`src/rtl/bcd_counter_2digit.sv`:
```
// Two-digit BCD up/down counter with a built-in rate divider, parallel load,
// pause and direction control, and one-cycle tick / wrap / load_err pulses.
module bcd_counter_2digit #(
  parameter int TICK_DIV = 50_000_000,
  parameter int CNT_W    = 26
) (
  input  logic       clock,
  input  logic       reset,
  input  logic       enable,
  input  logic       up,
  input  logic       load,
  input  logic [7:0] load_val,
  output logic [3:0] digit1,
  output logic [3:0] digit0,
  output logic       tick,
  output logic       wrap,
  output logic       load_err
);

  // Terminal divider count; the step happens on the edge that sees this value.
  localparam logic [CNT_W-1:0] DIV_LAST = CNT_W'(TICK_DIV - 1);

  logic [CNT_W-1:0] divider;
  logic             load_ok;
  logic             at_last;
  logic [3:0]       next1;
  logic [3:0]       next0;
  logic             next_wrap;

  assign load_ok = (load_val[7:4] <= 4'd9) && (load_val[3:0] <= 4'd9);
  assign at_last = (divider == DIV_LAST);

  // Each digit is its own modulo-10 counter; the tens digit moves only on a
  // units rollover, and a tens rollover is the 99/00 wrap.
  // NOTE: every output of this block gets a default first, so no path leaves
  // a value unassigned and no latch is inferred.
  always_comb begin
    next1     = digit1;
    next0     = digit0;
    next_wrap = 1'b0;
    if (up) begin
      if (digit0 >= 4'd9) begin
        next0 = 4'd0;
        if (digit1 >= 4'd9) begin
          next1     = 4'd0;
          next_wrap = 1'b1;
        end else begin
          next1 = digit1 + 4'd1;
        end
      end else begin
        next0 = digit0 + 4'd1;
      end
    end else begin
      if (digit0 == 4'd0) begin
        next0 = 4'd9;
        if (digit1 == 4'd0) begin
          next1     = 4'd9;
          next_wrap = 1'b1;
        end else begin
          next1 = digit1 - 4'd1;
        end
      end else begin
        next0 = digit0 - 4'd1;
      end
    end
  end

  // Priority: reset, load, step, divider advance, hold.
  // NOTE: all state here is assigned with <= so every register samples the
  // pre-edge values of its peers, regardless of statement order.
  always_ff @(posedge clock or posedge reset) begin
    if (reset) begin
      divider  <= '0;
      digit1   <= 4'd0;
      digit0   <= 4'd0;
      tick     <= 1'b0;
      wrap     <= 1'b0;
      load_err <= 1'b0;
    end else begin
      tick     <= 1'b0;
      wrap     <= 1'b0;
      load_err <= 1'b0;
      if (load) begin
        divider <= '0;
        if (load_ok) begin
          digit1 <= load_val[7:4];
          digit0 <= load_val[3:0];
        end else begin
          load_err <= 1'b1;
        end
      end else if (enable) begin
        if (at_last) begin
          divider <= '0;
          digit1  <= next1;
          digit0  <= next0;
          tick    <= 1'b1;
          wrap    <= next_wrap;
        end else begin
          divider <= divider + CNT_W'(1);
        end
      end
    end
  end

endmodule

```
`config.mk`:
```
export PLATFORM = sky130hd
export DESIGN_NAME = bcd_counter_2digit
export DESIGN_NICKNAME = d
export VERILOG_FILES = /design/src/rtl/bcd_counter_2digit.sv
export SDC_FILE = /design/constraint.sdc
export NUM_CORES = 1
export LEC_CHECK = 0
export ABC_AREA = 0
export CORE_MARGIN = 2
export CORE_UTILIZATION = 40
export DETAILED_ROUTE_END_ITERATION = 10
export PLACE_DENSITY = 0.59
export SETUP_SLACK_MARGIN = 0.1
export SYNTH_ARGS = -nofsm -noshare
export SYNTH_HDL_FRONTEND = slang
export SYNTH_SLANG_ARGS = --single-unit
```
`constraint.sdc`:
```
create_clock -name clock -period 3.35 [get_ports clock]
set_clock_uncertainty 0.2 [all_clocks]
set_input_delay 0.67 -clock clock [delete_from_list [all_inputs] [get_ports clock]]
set_output_delay 0.67 -clock clock [all_outputs]
set_load 0.05 [all_outputs]
```
Word-level counts from Yosys, hierarchy flattened
Cells that the tools add are included.
{"block": "totals", "inputBits": 13, "out_inout_bits": 11, "ff_bits": 37, "wordCells": 58}
{"block": "classes", "n_lt_le_gt_ge": 4, "addsub": 5, "n_reduce_logical": 8, "eq_ne": 3, "muxes": 32}
{"operator": "2-to-1 mux 26 bit", "count": 3}
{"operator": "2-to-1 mux 4 bit", "count": 16}
{"operator": "adder 26 x 1 -> 26 bit, second input constant", "count": 1}
{"operator": "== test 26 bit, second input constant", "count": 1}
{"operator": "2-to-1 mux 1 bit", "count": 13}
{"operator": "adder 4 x 1 -> 4 bit, second input constant", "count": 2}
{"operator": ">= comparator 4 bit, second input constant", "count": 2}
{"operator": "less-or-equal comparator 4 bit, second input constant", "count": 2}
{"operator": "zero test 4 bit", "count": 2}
{"operator": "subtractor 4 x 1 -> 4 bit, second input constant", "count": 2}
{"operator": "AND reduction 5 bit", "count": 1}
{"operator": "nonzero test 2 bit", "count": 2}
{"operator": "!= test 3 x 1 -> 1 bit, second input constant", "count": 1}
{"operator": "AND reduction 3 bit", "count": 1}
{"operator": "nonzero test 3 bit", "count": 1}
{"operator": "!= test 2 x 1 -> 1 bit, second input constant", "count": 1}
{"operator": "logical AND 1 bit", "count": 1}

Depth between registers and ports, before layout
Gate-level depths: netlist of run 1.
{"block": "depth", "ltp_word": 7, "depth_mapped": 7, "ltp_nobuf": 7}

Least setup slack after synthesis of run 1
No wires, ideal clock.
{"block": "synth_path", "path_kind": "register to register", "startpoint": "register digit0[1]", "endpoint": "register digit1[1]", "setup_ps": 125, "stages_incl_launch_ff": 8, "period_less_slack_ps": 2538, "arrival_time_ps": 2213, "t_required_ps": 3025, "setup_slack_ps": 812, "path_buffers": 0, "cell_sequence": "dfrtp_1 -> inv_1 -> ha_1 -> or3b_2 -> and3_1 -> nor2_1 -> o21ai_2 -> mux2_2"}
{"block": "synth_between", "elab_chain_cells": 3, "word_cells_on_any_way": 5, "classes_between": "1 x order compare; 1 x eq/ne; 3 x reduce/logical"}
{"element": "start: declaration", "line": "14", "source": "output logic [3:0] digit0,"}
{"element": "start signal: assignment", "line": "87", "source": "digit0 <= load_val[3:0];"}
{"element": "start signal: assignment", "line": "95", "source": "digit0 <= next0;"}
{"element": ">= comparator 4 bit / zero test 4 bit (equally long branches)", "line": "42, 54"}
{"element": "!= test 3 x 1 -> 1 bit (no line) / nonzero test 3 bit (equally long branches)"}
{"element": "AND reduction 5 bit (no line) (*)"}
{"element": "end signal: assignment", "line": "86", "source": "digit1 <= load_val[7:4];"}
{"element": "end signal: assignment", "line": "94", "source": "digit1 <= next1;"}
{"element": "end: declaration", "line": "13", "source": "output logic [3:0] digit1,"}
Mark *: on every way between the ends. The rest lies on a longest branch, timed or not.
A chain may end at the register's enable or synchronous reset.

Worst setup path in the final report of run 1
{"block": "layout_path", "startpoint": "register divider[0]", "endpoint": "register digit1[3]"}
{"block": "layout_between", "elab_chain_cells": 3}
{"element": "start: declaration", "line": "23", "source": "logic [CNT_W-1:0] divider;"}
{"element": "start signal: assignment", "line": "99", "source": "divider <= divider + CNT_W'(1);"}
{"element": "== test 26 bit", "line": "31", "source": "assign at_last = (divider == DIV_LAST);"}
{"element": "nonzero test 2 bit (no line)"}
{"element": "AND reduction 5 bit (no line)"}
Every way passes these cells.

==> impl_metrics.tcl, run 1 <==
set metrics [dict create \
    final_common_cell "nor2_1" \
    drt_iter0_drc 79 \
    ios 24 \
    cts_buffers 5 \
    clkLatencyLatePin_ns 0.29 \
    mappedNetlistArea_um2 2400 \
    p_switching_mw 0.530 \
    swShare 0.352 \
    min_period_over_period 0.798 \
    worstPathArrival_ns 2.65 \
    drc 0 \
    cts_resized 0 \
    antenna_found_initial 0 \
    min_from "divider[25]" \
    fp.dieW_um 81.5 \
    clock.fmax_mhz 374 \
    yosysWarnings 0 \
    setup_viol 0 \
    cp_max_fo 6 \
    overflow 0 \
    hp-class "flip-flop to flip-flop" \
    dp_hpwl_mm 4.07 \
    nets 322 \
    row_count 28 \
    num_vias 2091 \
    cts_tree "yes" \
    synth-async-reset-ratio 1.00 \
    crit_required_ns 3.33 \
    maxCapViolCount 0 \
    criticalPathCategory "flip-flop to flip-flop" \
    synth_fp_nets 299 \
    grt_start_max_net_pins 38 \
    synth_area_leaders "dfrtp_1, nor2_1, xnor2_1" \
    n_antenna_cell 0 \
    fin_ws_ns 0.678 \
    drt_wl_total_mm 5.65 \
    layout-drive-gt1-share 0.103 \
    core_area_um2 5850 \
    grt_pass1_vias 2011 \
    reg2reg_slack_ns 0.68 \
    holdPathEnd "divider[25]" \
    yosysTopAreaCell "dfrtp_1" \
    wl_per_cell_um 15.0 \
    start_util 0.410 \
    grt_pass1_wl_mm 9.54 \
    vdd_drop_max_mv 0.296 \
    ys_seq_area_frac 0.386 \
    rsz0062_at_grt "false" \
    final_max_slew_viol_count 0 \
    place.gp.congestion 0.809 \
    ys_ff_latch 37 \
    worst-slew-pin-transition_ns 0.495 \
    drtAntennaViolNets 0 \
    first_pass_iters 4 \
    grt_usage 0.184 \
    clock_tree.root_cell "clkbuf_8" \
    cts_setup_buffers 0 \
    clock_path_buffers 2 \
    worstSetupStartpointType "flip-flop" \
    place.port_buffers 23 \
    clkPwrFrac 0.307 \
    avgSynthCellArea_um2 8.67 \
    worstPathCellList "ha_1 > nor4bb_1 > nand2_1 > or3_1 > o21ai_2 > mux2_2" \
    min_path_cells 2 \
    clk_pin_slew_worst_paths_ns 0.08 \
    crit_path_top_delay_cell "nor4bb_1" \
    status "completed" \
    holdWs_ns 0.363 \
    reg2regPathDepth 6 \
    netlist_instances 277 \
    seq_power_share 0.369 \
    final_cell_mix "nor2_1, dfrtp_1, clkdlybuf4s50_1, nand2_1, xnor2_1" \
    dieArea_um2 6640 \
    cts-htree-levels 2 \
    die_h_um 81.5 \
    synthToLayoutAreaGrowth_pct 18.8 \
    fin_crit_ns 2.67 \
    viasPerCell 5.56 \
    synth.distinct_cells 53 \
    ys.flop_type "dfrtp_1" \
    pre_cts_slack_ns 0.415 \
    synth_edf_count 0 \
    p_comb_frac 0.324 \
    rr_startpoint "divider[0]" \
    p_leak_nw 1.13 \
    rr_endpoint "digit1[3]" \
    cp-end-kind "flip-flop" \
    tns_ns 0 \
    cts_sinks 37 \
    yosysTopAreaCellShare 0.386 \
    p_per_area_nw_per_um2 527 \
    power.internal_mw 0.975 \
    hold_buffers 0 \
    hold_violations 0 \
    slowest_delay_ns 0.48 \
    relSlewSlack 0.669 \
]
per-stage QoR:
| stage | instance area, µm² | power, mW | utilization | instances |
|---|---|---|---|---|
| floorplan | 2400 | 0.894 | - | 277 |
| global placement | 2720 | 1.04 | 0.465 | 368 |
| detailed placement | 2720 | 1.05 | 0.465 | 368 |
| CTS | 2850 | 1.51 | 0.488 | 376 |
| global route | 2850 | 1.58 | 0.488 | 376 |
| finish | 2850 | 1.50 | 0.488 | 376 |
worst max path at each step:
stage,to,from,depth (start not counted)
after floorplan,digit1[1],digit0[1],7
after global placement,divider[21],load,6
after detailed placement,digit1[3],load,6
after CTS,digit1[3],divider[0],6
after global routing,divider[21],load,6
final,digit1[3],divider[0],6
per-layer routing:
metal | GRT usage | part of all wire
met1 | 0.244 | 0.48
met5 | 0 | 0
met3 | 0.0330 | 0.034
met2 | 0.313 | 0.47
met4 | 0.0424 | 0.0090
critical path: cells and delay by family (launching register included):
family                   cells  cell delay, ns
AO/OA/AOI/OAI                1            0.26
flip-flops                   1            0.43
AND/OR/NAND/NOR              3            1.03
adder cells (fa/ha/maj)      1            0.28
multiplexers                 1            0.37
synth_stat cells (all sizes together), types with 7 or more instances:
master / instances
nor2: 41
dfrtp: 37
nand2: 19
xnor2: 15
inv: 13
nor3: 13
nand4: 12
o21ai: 12
clkbuf: 11
nand3: 10
ha: 9
nor4: 7
layout make-up:
cell class                 count  area [µm²]
inverter                      14        52.6
multi-input combinational    213        1370
fill                         549        3000
tap                           75        93.8
sequential                    37         926
clock inverter                 3        65.1
clock buffer                   5        68.8
timing repair buffer          29         275
power groups by stage:
stage,sequential (mW),combinational (mW),clock (mW)
after floorplan,0.645,0.249,0
after global placement,0.560,0.484,0
after detailed placement,0.560,0.488,0
after CTS,0.551,0.490,0.472
after global routing,0.562,0.532,0.489
final,0.555,0.488,0.462
registers in the layout, summed over array words and instances, names as in the netlist:
name / cells
tick: 1
digit1: 4
divider: 26
load_err: 1
wrap: 1
digit0: 4
logic make-up (layout without fill, tap and decap cells):
logic type | after synthesis | in the layout | synth area share
XOR/XNOR | 21 | 21 | 0.0766
AND/OR/NAND/NOR | 129 | 129 | 0.274
flip-flops | 37 | 37 | 0.386
AO/OA/AOI/OAI | 47 | 47 | 0.142
multiplexers | 7 | 7 | 0.0313
buffers and inverters | 27 | 51 | 0.0433
adder cells (fa/ha/maj) | 9 | 9 | 0.0469
Note: power is estimated with default switching activity, not from simulation.
==> run 2: changes to the inputs <==
--- a/config.mk
+++ b/config.mk
@@ -9,7 +9,7 @@
 export CORE_MARGIN = 2
 export CORE_UTILIZATION = 40
 export DETAILED_ROUTE_END_ITERATION = 10
-export PLACE_DENSITY = 0.59
+export PLACE_DENSITY = 0.62
 export SETUP_SLACK_MARGIN = 0.1
 export SYNTH_ARGS = -nofsm -noshare
 export SYNTH_HDL_FRONTEND = slang
==> constraint.sdc (replaced) <==
create_clock -name clock -period 2.2 [get_ports clock]
set_clock_uncertainty 0.2 [all_clocks]
set_input_delay 0.44 -clock clock [delete_from_list [all_inputs] [get_ports clock]]
set_output_delay 0.44 -clock clock [all_outputs]
set_load 0.05 [all_outputs]
==> run 2 against run 1 <==
Against the previous run: critical path type unchanged; routed wire length up 11%; maximum frequency is 16% higher; die area did not move; register-to-register slack got worse by 0.78 ns; clock-buffer cell count unchanged; largest cell class unchanged; critical path depth is 1 lower; final area up 19%; the flow now finishes with violations (setup timing).
==> impl_metrics.tcl, run 2 (synthesized netlist as in run 1, its figures left out) <==
set metrics [dict create \
    status "complete, but fails checks" \
    violations "setup timing" \
    final_area_um2 3400 \
    dp_hpwl_mm 4.61 \
    place.gp.congestion 0.852 \
    p_per_area_nw_per_um2 644 \
    p_leak_nw 1.47 \
    cts_tree "yes" \
    fin_ws_ns -0.106 \
    grt_use_met3 0.0352 \
    maxCapViolCount 0 \
    clk_pin_slew_worst_paths_ns 0.08 \
    antenna_found_initial 0 \
    grt_pass1_wl_mm 10.5 \
    drt_wl_total_mm 6.28 \
    layout-drive-gt1-share 0.330 \
    final_common_cell "buf_4" \
    reg2reg_slack_ns -0.11 \
    top_regs "divider (26), digit0 (4), digit1 (4)" \
    drt_iter0_drc 115 \
    dieArea_um2 6640 \
    vdd_drop_max_mv 0.522 \
    dpl_cell_area_um2 3180 \
    grt_usage 0.208 \
    grt.met1_usage 0.251 \
    crit_path_top_delay_cell "or4_4" \
    grt-busiest-layer "met2" \
    cp-end-kind "flip-flop" \
    worst-slew-pin-transition_ns 0.496 \
    relSlewSlack 0.668 \
    grt_start_max_net_pins 38 \
    drc 0 \
    core_area_um2 5850 \
    clock_tree.root_cell "clkbuf_8" \
    overflow 0 \
    start_util 0.410 \
    hold_violations 0 \
    cp_max_fo 4 \
    met2_usage 0.378 \
    grt_pass1_vias 2307 \
    rr_startpoint "divider[5]" \
    worstPathArrival_ns 2.28 \
    cts-htree-levels 2 \
    min_period_over_period 1.05 \
    cts_sinks 37 \
    row_count 28 \
    worstPathCellList "nand4_2 > or4_4 > or3_4 > o21ai_4 > mux2_4" \
    fp.dieW_um 81.5 \
    fin_crit_ns 2.31 \
    final_cell_mix "buf_4, nor2_1, dfrtp_1, nand2_1, xnor2_1" \
    hold_buffers 0 \
    regMostFlops "divider" \
    path_buf_inv 0 \
    criticalPathCategory "flip-flop to flip-flop" \
    n_antenna_cell 0 \
    tns_ns -0.704 \
    setup_viol 24 \
    place.port_buffers 23 \
    viasPerCell 5.34 \
    slowest_delay_ns 0.54 \
    critPathTopFamily "simple AND/OR/NAND/NOR gates" \
    clkLatencyLatePin_ns 0.30 \
    wl_per_cell_um 14.3 \
    clock_path_buffers 2 \
    worstSetupStartpointType "flip-flop" \
    pre_cts_slack_ns -0.262 \
    crit_required_ns 2.18 \
    drtAntennaViolNets 0 \
    final_max_slew_viol_count 0 \
    cts_buffers 5 \
    clock.fmax_mhz 434 \
    hp-class "input pin to async pin" \
    num_vias 2343 \
    first_pass_iters 4 \
    die_h_um 81.5 \
    reg2regPathDepth 5 \
    rr_endpoint "digit1[1]" \
    rsz0062_at_grt "true" \
    synthToLayoutAreaGrowth_pct 41.7 \
    largest_register_ffs 26 \
    ios 24 \
    nets 385 \
]
[run 2: cell types whose count changed in the layout (fill, tap and decap cells not counted), moves of 3 or more]
cell | before | now
inv_1 | 13 | 10
dfrtp_2 | 0 | 3
clkdlybuf4s50_1 | 23 | 14
dfrtp_1 | 37 | 34
ha_1 | 9 | 6
buf_4 | 6 | 74
inv_2 | 0 | 3
[run 2: metal layers]
layer / up-vias / part of all wire / wire (µm)
met5: - / 0 / 0
met4: 0 / 0.014 / 87
met3: 10 / 0.034 / 211
met2: 50 / 0.50 / 3170
met1: 1120 / 0.45 / 2820
li1: 1163 / - / -
[run 2: cell type report]
| class | count | area [µm²] |
|---|---|---|
| repair buffers | 92 | 751 |
| fillers | 506 | 2450 |
| clock inverters | 3 | 17.5 |
| inverters | 14 | 52.6 |
| multi-input cells | 213 | 1490 |
| well taps | 75 | 93.8 |
| flip-flops and latches | 37 | 930 |
| clock buffers | 5 | 68.8 |
[run 2: per-stage QoR]
| step | hold slack [ns] | cells | total power [mW] | util |
|---|---|---|---|---|
| 5_1_grt | 0.434 | 439 | 2.32 | 0.582 |
| 2_1_floorplan | 0.301 | 277 | 1.39 | - |
| 6_report | 0.357 | 439 | 2.19 | 0.582 |
| 3_5_place_dp | 0.350 | 425 | 1.71 | 0.543 |
| 3_3_place_gp | 0.333 | 425 | 1.70 | 0.543 |
| 4_1_cts | 0.370 | 437 | 2.19 | 0.570 |
[run 2: power breakdown]
group	switching, mW	total (mW)	internal [mW]	leakage, nW
Combinational	0.523	0.924	0.401	0.929
Clock	0.251	0.470	0.219	0.0439
Sequential	0.0672	0.799	0.732	0.496
Total	0.841	2.19	1.35	1.47
[run 2: what timing repair did]
| item | 4_1_cts | 5_1_grt |
|---|---|---|
| pin swaps | 1 | 8 |
| setup buffers | 4 | 2 |
| gates cloned | 0 | 0 |
| endpoints found under the setup margin | 32 | 34 |
| hold endpoints to repair | 0 | 0 |
| resized for setup | 8 | 12 |
[run 2: worst max path at each step]
stage	slack [ns]	endpoint	start	cells after the start
after global routing	-0.17	digit1[1]	divider[1]	7
after floorplan	-0.24	digit1[2]	divider[3]	6
after CTS	-0.11	digit1[1]	divider[5]	5
after global placement	-0.26	divider[21]	enable	8
final	-0.11	digit1[1]	divider[5]	5
after detailed placement	-0.26	digit1[2]	divider[0]	7
[run 2: worst min-delay path, cell delays in order]
cell and delay (ns):
clkdlybuf4s50_1 0.40, inv_1 0.05, buf_4 0.41
==> run 3: changes to the inputs <==
--- a/config.mk
+++ b/config.mk
@@ -6,11 +6,11 @@
 export NUM_CORES = 1
 export LEC_CHECK = 0
 export ABC_AREA = 0
-export CORE_MARGIN = 2
+export CORE_MARGIN = 8
 export CORE_UTILIZATION = 40
 export DETAILED_ROUTE_END_ITERATION = 10
 export PLACE_DENSITY = 0.62
-export SETUP_SLACK_MARGIN = 0.1
+export SETUP_SLACK_MARGIN = 0.05
 export SYNTH_ARGS = -nofsm -noshare
 export SYNTH_HDL_FRONTEND = slang
 export SYNTH_SLANG_ARGS = --single-unit
==> run 3 against run 2 <==
Against the previous run: power grew 7.6%; largest power group unchanged; the flow still finishes with violations (setup timing); non-clock buffer count grew 3; sequential power is essentially flat; die area grew 32%.
==> impl_metrics.tcl, run 3 (synthesized netlist as in run 1, its figures left out) <==
set metrics [dict create \
    dp_hpwl_mm 4.82 \
    maxCapViolCount 0 \
    hold_buffers 0 \
    rr_endpoint "digit1[3]" \
    finish.utilization 0.586 \
    nets 388 \
    dpl_cell_area_um2 3170 \
    wl_per_cell_um 14.9 \
    violations "setup timing" \
    antenna_found_initial 0 \
    die_h_um 93.5 \
    criticalPathCategory "flip-flop to flip-flop" \
    drtAntennaViolNets 0 \
    overflow 0 \
    worst-slew-pin-transition_ns 0.504 \
    cts_sinks 37 \
    grt_pass1_vias 2374 \
    fin_ws_ns -0.114 \
    drt_wl_total_mm 6.58 \
    worstPathArrival_ns 2.28 \
    first_pass_iters 4 \
    cts_tree "yes" \
    setup_viol 5 \
    cp-end-kind "flip-flop" \
    place.port_buffers 23 \
    final_common_cell "buf_4" \
    final_cell_mix "buf_4, nor2_1, dfrtp_1, nand2_1, xnor2_1" \
    cp_max_fo 4 \
    row_count 28 \
    cts_buffers 5 \
    viasPerCell 5.32 \
    core_area_um2 5850 \
    top_regs "divider (26), digit0 (4), digit1 (4)" \
    synthToLayoutAreaGrowth_pct 42.8 \
    hp-class "input pin to async pin" \
    clock.fmax_mhz 432 \
    n_antenna_cell 0 \
    start_util 0.410 \
    pre_cts_slack_ns -0.248 \
    crit_required_ns 2.17 \
    ios 24 \
    dieArea_um2 8740 \
    num_vias 2352 \
    fin_cells 442 \
    hold_violations 0 \
    status "complete, but fails checks" \
    layout-drive-gt1-share 0.327 \
    clkLatencyLatePin_ns 0.30 \
    min_period_over_period 1.05 \
    drt_iter0_drc 71 \
    clock_tree.root_cell "clkbuf_8" \
    cts-htree-levels 2 \
    p_per_area_nw_per_um2 688 \
    worstSetupStartpointType "flip-flop" \
    clk_pin_slew_worst_paths_ns 0.08 \
    p_leak_nw 1.49 \
    final_area_um2 3430 \
    clock_path_buffers 2 \
    finalPower_mw 2.36 \
    dp.cells 426 \
    regMostFlops "divider" \
    reg2reg_slack_ns -0.11 \
    largest_register_ffs 26 \
    final_max_slew_viol_count 0 \
    grt_pass1_wl_mm 11.1 \
    rsz0062_at_grt "true" \
    grt_start_max_net_pins 38 \
    vdd_drop_max_mv 0.461 \
    crit_start "divider[2]" \
    fp.dieW_um 93.5 \
    reg2regPathDepth 5 \
    drc 0 \
    holdWs_ns 0.365 \
    tns_ns -0.400 \
    relSlewSlack 0.663 \
    fin_crit_ns 2.31 \
    crit_path_end "digit1[3]" \
    grt_usage 0.157 \
    place.gp.congestion 0.858 \
    rr_startpoint "divider[2]" \
]
run 3: cell count changes in the layout (fill, tap and decap cells not counted), sizes merged:
cell and change:
buf +3, bufinv +1, clkbuf +1, clkinv -2
run 3: power by group:
part | leakage [nW] | total, mW | internal, mW | switching (mW)
clock network | 0.0574 | 0.623 | 0.369 | 0.254
registers | 0.496 | 0.796 | 0.732 | 0.0639
logic | 0.933 | 0.941 | 0.412 | 0.529
total | 1.49 | 2.36 | 1.51 | 0.847
run 3: worst max-delay path, stage by stage (launching register included):
cell and delay [ns]:
dfrtp_1 0.37, nand4_2 0.12, or4_4 0.53, or3_4 0.44, o21ai_4 0.22, mux2_4 0.32
run 3: routing by layer:
| layer | wire length, µm | share of wire | global-route usage |
|---|---|---|---|
| met5 | 0 | 0 | 0 |
| met4 | 177 | 0.027 | 0.0564 |
| met3 | 359 | 0.055 | 0.0473 |
| met2 | 3280 | 0.50 | 0.267 |
| met1 | 2770 | 0.42 | 0.181 |
run 3: worst min-delay path by stage:
| stage | from | endpoint | slack (ns) | cells past startpoint |
|---|---|---|---|---|
| after floorplan | divider[25] | divider[25] | 0.30 | 2 |
| after global placement | divider[25] | divider[25] | 0.34 | 2 |
| after detailed placement | divider[25] | divider[25] | 0.35 | 2 |
| after CTS | divider[25] | divider[25] | 0.36 | 2 |
| after global routing | reset | wrap | 0.41 | 3 |
| final | reset | wrap | 0.36 | 3 |
run 3: area by class of cell:
class	instances	area, µm²
fillers	525	2420
multi-input cells	213	1470
flip-flops and latches	37	930
repair buffers	95	766
well taps	75	93.8
clock buffers	6	82.6
inverters	14	52.6
clock inverters	2	37.5
run 3: timing repair:
action | CTS | global route
gates resized for setup | 7 | 7
pin swaps | 5 | 3
setup endpoints to repair | 31 | 31
setup buffers | 5 | 3
